$ cat config.mk
export PLATFORM = sky130hd
export DESIGN_NAME = cc_line_fill_unit
export DESIGN_NICKNAME = d
export VERILOG_FILES = /design/src/rtl/cc_line_fill_unit.sv
export SDC_FILE = /design/constraint.sdc
export NUM_CORES = 2
export LEC_CHECK = 0
export ABC_AREA = 1
export CORE_MARGIN = 2
export CORE_UTILIZATION = 50
export DETAILED_ROUTE_END_ITERATION = 8
export PLACE_DENSITY_LB_ADDON = 0.08
export SETUP_SLACK_MARGIN = 0.1
export SLEW_MARGIN = 20
export SYNTH_ARGS = -nofsm -noshare
export SYNTH_HDL_FRONTEND = slang
export SYNTH_SLANG_ARGS = --single-unit
$ cat constraint.sdc
create_clock -name clk -period 5.15 [get_ports clk]
set_input_delay 1.03 -clock clk [delete_from_list [all_inputs] [get_ports clk]]
set_output_delay 1.03 -clock clk [all_outputs]
set_load 0.03 [all_outputs]
$ cat src/rtl/cc_line_fill_unit.sv
// Cache-line fill unit: collects a wrapped, critical-word-first R burst into a full line
// and issues one SRAM write of {valid, tag} plus the line once the burst completes cleanly.
module cc_line_fill_unit #(
    parameter  int ADDR_W     = 32,
    parameter  int DATA_W     = 64,
    parameter  int LINE_BYTES = 64,
    parameter  int INDEX_W    = 9,
    localparam int BEATS      = LINE_BYTES * 8 / DATA_W,
    localparam int OFF_W      = $clog2(LINE_BYTES),
    localparam int BOFF_W     = $clog2(BEATS),
    localparam int TAG_W      = ADDR_W - INDEX_W - OFF_W,
    localparam int LINE_W     = LINE_BYTES * 8
) (
    input  logic                clk,
    input  logic                rst_n,
    input  logic [DATA_W-1:0]   mem_rdata_i,
    input  logic [1:0]          mem_rresp_i,
    input  logic                mem_rlast_i,
    input  logic                mem_rvalid_i,
    input  logic                mem_rready_i,
    input  logic                miss_addr_fifo_empty_i,
    input  logic [ADDR_W-1:0]   miss_addr_fifo_rdata_i,
    output logic                miss_addr_fifo_rden_o,
    output logic                wren_o,
    output logic [INDEX_W-1:0]  waddr_o,
    output logic [TAG_W:0]      wdata_tag_o,
    output logic [LINE_W-1:0]   wdata_data_o,
    output logic                crit_valid_o,
    output logic [DATA_W-1:0]   crit_data_o,
    output logic                fill_err_o,
    output logic                orphan_err_o,
    output logic                busy_o
);

    typedef enum logic {IDLE, FILL} state_t;

    localparam logic [BOFF_W-1:0] LAST_CNT = BOFF_W'(BEATS - 1);

    // Handshake: a beat is consumed in any cycle where mem_rvalid_i and mem_rready_i
    // are both high; this block has no backpressure and never stalls the R channel.
    logic hs;
    assign hs = mem_rvalid_i & mem_rready_i;

    state_t                        state_q, state_d;
    logic [BOFF_W-1:0]             cnt_q, cnt_d;
    logic [BOFF_W-1:0]             boff_q, boff_d;
    logic [INDEX_W-1:0]            index_q, index_d;
    logic [TAG_W-1:0]              tag_q, tag_d;
    logic                          err_q, err_d;
    logic [BEATS-1:0][DATA_W-1:0]  line_q, line_d;

    logic                          wren_q, wren_d;
    logic [INDEX_W-1:0]            waddr_q, waddr_d;
    logic [TAG_W:0]                wtag_q, wtag_d;
    logic [LINE_W-1:0]             wdata_q, wdata_d;
    logic                          crit_valid_q, crit_valid_d;
    logic [DATA_W-1:0]             crit_data_q, crit_data_d;
    logic                          fill_err_q, fill_err_d;
    logic                          orphan_err_q, orphan_err_d;
    logic                          rden;

    logic [BOFF_W-1:0]             head_boff;
    logic [BOFF_W-1:0]             slot;
    logic                          err_acc;

    assign head_boff = miss_addr_fifo_rdata_i[OFF_W-1 -: BOFF_W];
    // Wrap of the critical-word-first order falls out of BOFF_W-bit truncation.
    assign slot      = boff_q + cnt_q;
    assign err_acc   = err_q | mem_rresp_i[1];

    always_comb begin
        state_d      = state_q;
        cnt_d        = cnt_q;
        boff_d       = boff_q;
        index_d      = index_q;
        tag_d        = tag_q;
        err_d        = err_q;
        line_d       = line_q;
        wren_d       = 1'b0;
        waddr_d      = waddr_q;
        wtag_d       = wtag_q;
        wdata_d      = wdata_q;
        crit_valid_d = 1'b0;
        crit_data_d  = crit_data_q;
        fill_err_d   = 1'b0;
        orphan_err_d = 1'b0;
        rden         = 1'b0;

        case (state_q)
            IDLE: begin
                if (hs) begin
                    if (!miss_addr_fifo_empty_i) begin
                        rden              = 1'b1;
                        index_d           = miss_addr_fifo_rdata_i[OFF_W +: INDEX_W];
                        tag_d             = miss_addr_fifo_rdata_i[ADDR_W-1 -: TAG_W];
                        boff_d            = head_boff;
                        line_d[head_boff] = mem_rdata_i;
                        err_d             = mem_rresp_i[1];
                        crit_valid_d      = 1'b1;
                        crit_data_d       = mem_rdata_i;
                        if (mem_rlast_i) begin
                            fill_err_d = 1'b1;
                            cnt_d      = '0;
                        end else begin
                            cnt_d   = BOFF_W'(1);
                            state_d = FILL;
                        end
                    end else begin
                        orphan_err_d = 1'b1;
                    end
                end
            end
            FILL: begin
                if (hs) begin
                    line_d[slot] = mem_rdata_i;
                    if (cnt_q == LAST_CNT) begin
                        state_d = IDLE;
                        cnt_d   = '0;
                        err_d   = 1'b0;
                        if (mem_rlast_i && !err_acc) begin
                            wren_d  = 1'b1;
                            waddr_d = index_q;
                            wtag_d  = {1'b1, tag_q};
                            wdata_d = line_d;
                        end else begin
                            fill_err_d = 1'b1;
                        end
                    end else if (mem_rlast_i) begin
                        state_d    = IDLE;
                        cnt_d      = '0;
                        err_d      = 1'b0;
                        fill_err_d = 1'b1;
                    end else begin
                        cnt_d = cnt_q + BOFF_W'(1);
                        err_d = err_acc;
                    end
                end
            end
            default: state_d = IDLE;
        endcase
    end

    always_ff @(posedge clk or negedge rst_n) begin
        if (!rst_n) begin
            state_q      <= IDLE;
            cnt_q        <= '0;
            boff_q       <= '0;
            index_q      <= '0;
            tag_q        <= '0;
            err_q        <= 1'b0;
            line_q       <= '0;
            wren_q       <= 1'b0;
            waddr_q      <= '0;
            wtag_q       <= '0;
            wdata_q      <= '0;
            crit_valid_q <= 1'b0;
            crit_data_q  <= '0;
            fill_err_q   <= 1'b0;
            orphan_err_q <= 1'b0;
        end else begin
            state_q      <= state_d;
            cnt_q        <= cnt_d;
            boff_q       <= boff_d;
            index_q      <= index_d;
            tag_q        <= tag_d;
            err_q        <= err_d;
            line_q       <= line_d;
            wren_q       <= wren_d;
            waddr_q      <= waddr_d;
            wtag_q       <= wtag_d;
            wdata_q      <= wdata_d;
            crit_valid_q <= crit_valid_d;
            crit_data_q  <= crit_data_d;
            fill_err_q   <= fill_err_d;
            orphan_err_q <= orphan_err_d;
        end
    end

    assign miss_addr_fifo_rden_o = rden;
    assign wren_o                = wren_q;
    assign waddr_o               = waddr_q;
    assign wdata_tag_o           = wtag_q;
    assign wdata_data_o          = wdata_q;
    assign crit_valid_o          = crit_valid_q;
    assign crit_data_o           = crit_data_q;
    assign fill_err_o            = fill_err_q;
    assign orphan_err_o          = orphan_err_q;
    assign busy_o                = (state_q == FILL);

endmodule

# Word level (Yosys, flattened, before mapping)
# Cells that the tools add are included.
# word_totals
input_bits,104
regBits,1153
out_inout_bits,609
# op_classes
n_addsub,2
n_eq_ne,4
bitwise,4
reduce_logical,7
muxes,46
n_lt_le_gt_ge,4
# ops
cell,count
$mux 512,3
$bwmux 512,2
$pmux 512 s2,1
$demux 64 s3,2
$mux 64,2
$mux 1,27
$mux 3,5
$lt 3x4->1 const B,2
$ge 3x1->1 const B,2
$ne 2x2->1 const B,3
$pmux 1 s2,3
$pmux 3 s2,1
$reduce_and 3->1,2
$reduce_and 4->1,1
$add 3x1->3 const B,1
$add 3x3->3,1
$eq 3x3->1 const B,1
$logic_and 1x1->1,3
$not 1->1,2
$and 1x1->1,1
$logic_not 1->1,1
$or 1x1->1,1

# Logic depth before layout (Yosys ltp)
# logic_depth
depth_word,8
ltp_mapped,11

# Worst setup path before layout
# No wires, ideal clock.
# synth_path
kind,input port to output port
start,in mem_rvalid_i
end,out miss_addr_fifo_rden_o
stages,5
setup_slack_ns,2.208
path_buffers,1
t_arrival_ns,1.912
path_cell_list,nand2_1 -> inv_2 -> nand2_1 -> nor2_2 -> clkbuf_1
# synth_via
elab_chain_cells,3
# synth_lines
item,line_no,text
from (decl),19,"input logic mem_rvalid_i,"
$and 1x1->1,42,assign hs = mem_rvalid_i & mem_rready_i;
$mux 1,91,if (hs) begin
$mux 1,89,case (state_q)
to (decl),23,"output logic miss_addr_fifo_rden_o,"
# Every way passes these cells.

# Worst setup path after layout
# layout_path
start,reg cnt_q[0]
end,reg wdata_q[85] (netlist: wdata_data_o[85])
# layout_via
elab_chain_cells,6
elab_cells_between_ends,9
# layout_lines
item,line_no,text
from (decl),45,"logic [BOFF_W-1:0] cnt_q, cnt_d;"
from (signal assigned),162,cnt_q <= cnt_d;
$add 3x3->3,68,assign slot = boff_q + cnt_q;
$lt 3x4->1 (not written as such) or $ge 3x1->1 (tied branches),115,line_d[slot] = mem_rdata_i;
$logic_and 1x1->1 (not written as such),115,
$mux 64 (not written as such),115,
$demux 64 s3,115,
$bwmux 512,115,
to (signal assigned),171,wdata_q <= wdata_d;
to (decl),55,"logic [LINE_W-1:0] wdata_q, wdata_d;"
# Several ways; a longest one is shown, not always the timed one.
# A chain may end at the register's enable or synchronous reset.

==> results.py <==
metrics = {
    "floorplanning": {
        "core_sq_um": 113000,
        "ios": 713,
        "initial_core_util": 0.505,
        "fp-row-count": 123,
        "die_area_sq_um": 117000,
        "dieHeight_um": 342,
        "die_w_um": 342,
    },
    "logic_synthesis": {
        "netlist_top_cells_count": "1,778 x nand2_1, 1,153 x dfrtp_1, 1,036 x nand3_1",
        "ys_seq_area_frac": 0.506,
        "avgSynthCellArea_sq_um": 7.73,
        "ys.flop_type": "dfrtp_1",
        "async_flop_share": 1.00,
        "yosysMostFrequentCell": "nand2_1",
        "syn_inst": 7372,
        "ys_types": 26,
        "synth_fp_nets": 7480,
        "synth_edf_count": 0,
        "synth_seq_cells": 1153,
        "yosysTopAreaCellShare": 0.506,
        "synthesis.area_sq_um": 57000,
        "synth_area_leaders": "dfrtp_1 51%, nand2_1 12%, nand3_1 9.1%",
        "yosys.area.top_type": "dfrtp_1",
        "yosysWarnings": 0,
    },
    "worst_setup_path": {
        "required_ns": 5.83,
        "cp_max_fo": 57,
        "critPathArrivalTime_ns": 4.67,
        "r2r-start": "cnt_q[0]",
        "reg2reg_to": "wdata_data_o[85]",
        "crit_type": "flip-flop to flip-flop",
        "reg2reg_slack_ns": 1.17,
        "r2r_cells": 9,
        "worstSetupStartpointType": "flip-flop",
        "crit_path_end_kind": "flip-flop",
    },
    "grt": {
        "grt_pass1_wl_um": 344000,
        "grt_pass1_vias": 54700,
        "track_usage": 0.385,
        "grt-ovfl-total": 0,
        "antenna_found_initial": 5,
        "grt_max_degree": 168,
    },
    "sta": {
        "rsz0062_at_grt": "no",
        "worstMarginPinSlew_ns": 1.30,
        "timing.fmax_ghz": 0.251,
        "final.setup_skew_ns": 0.0218,
        "final.min_clock_period_ns": 3.98,
        "setup_ws_ns": 1.17,
        "tns_ns": 0,
        "finalHoldViolCount": 0,
        "maxSlewViolCount": 0,
        "maxSlewHeadroom": 0.128,
        "setup_viol": 0,
        "finalCritPeriodShare": 0.773,
    },
    "clocking": {
        "clk_pin_slew_ns": 0.06,
        "clock_latency_ns": 0.76,
        "htree_levels": 4,
        "clkSinkCount": 1153,
        "postCtsHoldBufs": 0,
        "cts_tree": "built",
        "cts_buffers": 131,
        "cts_buffer_depth": 3,
        "ctsResizeCount": 0,
        "post_cts_buffers": 0,
        "cts_root_buf": "clkbuf_16",
    },
    "drt": {
        "vias": 57800,
        "drtAntennaViolNets": 0,
        "drt-initial-drc-count": 8083,
        "wl_per_cell_um": 24.5,
        "dr.pass1.iters": 9,
        "avgViaCountPerCell": 6.16,
        "wirelength_um": 229000,
        "drc": 0,
    },
    "power_and_ir_drop": {
        "power_density_nw_per_um2": 503,
        "p_leak_uw": 0.0343,
        "ir_drop_uv": 697,
    },
    "hold_path": {
        "hold_path.class": "primary input to asynchronous set/reset pin",
    },
    "placed_design": {
        "io_buffers": 708,
        "gp_congestion": 0.857,
        "dp_hpwl_um": 134000,
        "pre_cts_ws_ns": 0.768,
    },
    "cells_and_area": {
        "final_util": 0.612,
        "nets": 7886,
        "area_delta_synth_final_pct": 21.2,
        "fillCellCount": 10000,
        "drive_above_1_share": 0.0495,
    },
    "status": {
        "status": "complete, no violations",
    },
    "run": {
        "cap_violations": 0,
    },
}
-- kinds of logic (layout without fill, tap and decap cells) --
group | count (synthesis) | count (layout) | share of synthesized area
flip-flops | 1153 | 1153 | 0.506
buffers and inverters | 1187 | 1688 | 0.0891
other | 0 | 3 | 0
AO/OA/AOI/OAI | 1103 | 1103 | 0.0970
adder cells (fa/ha/maj) | 4 | 4 | 0.00101
AND/OR/NAND/NOR | 3925 | 3925 | 0.306
-- cells in the final DEF (no fill, tap or decap), types with 3 or more instances in the layout --
master / instances
inv_8: 3
nand2_1: 1774
buf_4: 113
clkinv_8: 4
nand3_4: 8
clkbuf_16: 135
inv_6: 9
bufinv_16: 9
nand3_1: 1036
nand2_4: 5
clkinv_1: 64
nor2_1: 579
clkbuf_1: 30
o21ai_1: 5
dfrtp_1: 1152
inv_4: 6
clkinv_2: 26
clkdlybuf4s50_1: 707
a21oi_1: 1024
nand4_1: 512
buf_12: 29
o21ai_0: 71
o21ai_4: 3
inv_1: 525
diode_2: 3
clkbuf_8: 24
-- worst max-delay path by stage --
| stage | start | to | slack, ns | cells past startpoint |
|---|---|---|---|---|
| 6_report | cnt_q[0] | wdata_data_o[85] | 1.17 | 9 |
| 4_1_cts | cnt_q[0] | wdata_data_o[85] | 1.26 | 9 |
| 2_1_floorplan | mem_rvalid_i | miss_addr_fifo_rden_o | 2.21 | 5 |
| 3_5_place_dp | miss_addr_fifo_rdata_i[5] | line_q[77] | 0.77 | 9 |
| 5_1_grt | cnt_q[0] | line_q[73] | 1.08 | 9 |
| 3_3_place_gp | miss_addr_fifo_rdata_i[5] | line_q[78] | 0.81 | 9 |
-- power breakdown --
part           leakage (uW)  switching (uW)  internal, uW
logic                0.0174            9170          3480
registers            0.0148            1220         11300
clock network       0.00213            3950          5610
-- stage by stage --
step,hold slack (ns),instance area (sq um),total power (uW),instances
finish,0.270,69100,34800,9376
global route,0.325,69100,36600,9376
global placement,0.454,64700,24400,9144
floorplan,0.442,57000,21300,7372
CTS,0.288,69100,34400,9373
detailed placement,0.457,64700,24900,9145
-- sequential cells by signal (all words and copies together) (netlist names) --
signal / count
line_q: 512
wdata_data_o: 512
crit_data_o: 64
wdata_tag_o: 18
tag_q: 17
index_q: 9
waddr_o: 9
boff_q: 3
cnt_q: 3
busy_o: 1
crit_valid_o: 1
err_q: 1
fill_err_o: 1
orphan_err_o: 1
wren_o: 1
-- layout make-up --
type                            count  area (sq um)  area share
Timing Repair Buffer              850          8520       0.123
Inverter                          610          2340      0.0339
Sequential cell                  1153         28900       0.418
Clock buffer                      189          3820      0.0553
Tap cell                         1500          1880      0.0272
Clock inverter                     39           498     0.00721
Antenna cell                        3          7.51    0.000109
Multi-Input combinational cell   5032         23200       0.335
-- worst max-delay path, stage by stage (launching register included) --
cell	delay [ns]
dfrtp_1	0.45
ha_4	0.16
inv_1	0.04
fa_4	0.89
buf_4	0.69
nand3_4	0.55
buf_4	0.57
nand2_1	0.18
nand3_1	0.17
nand2_1	0.13
-- per-layer routing --
metal  up-vias  GRT usage  share of wire
met4         2      0.203          0.055
met1     27800      0.523           0.38
met2      3944      0.568           0.44
li1      25300          -              -
met3       716     0.0980           0.12
met5         -          0       0.000035
Note: power is estimated with default switching activity, not from simulation.
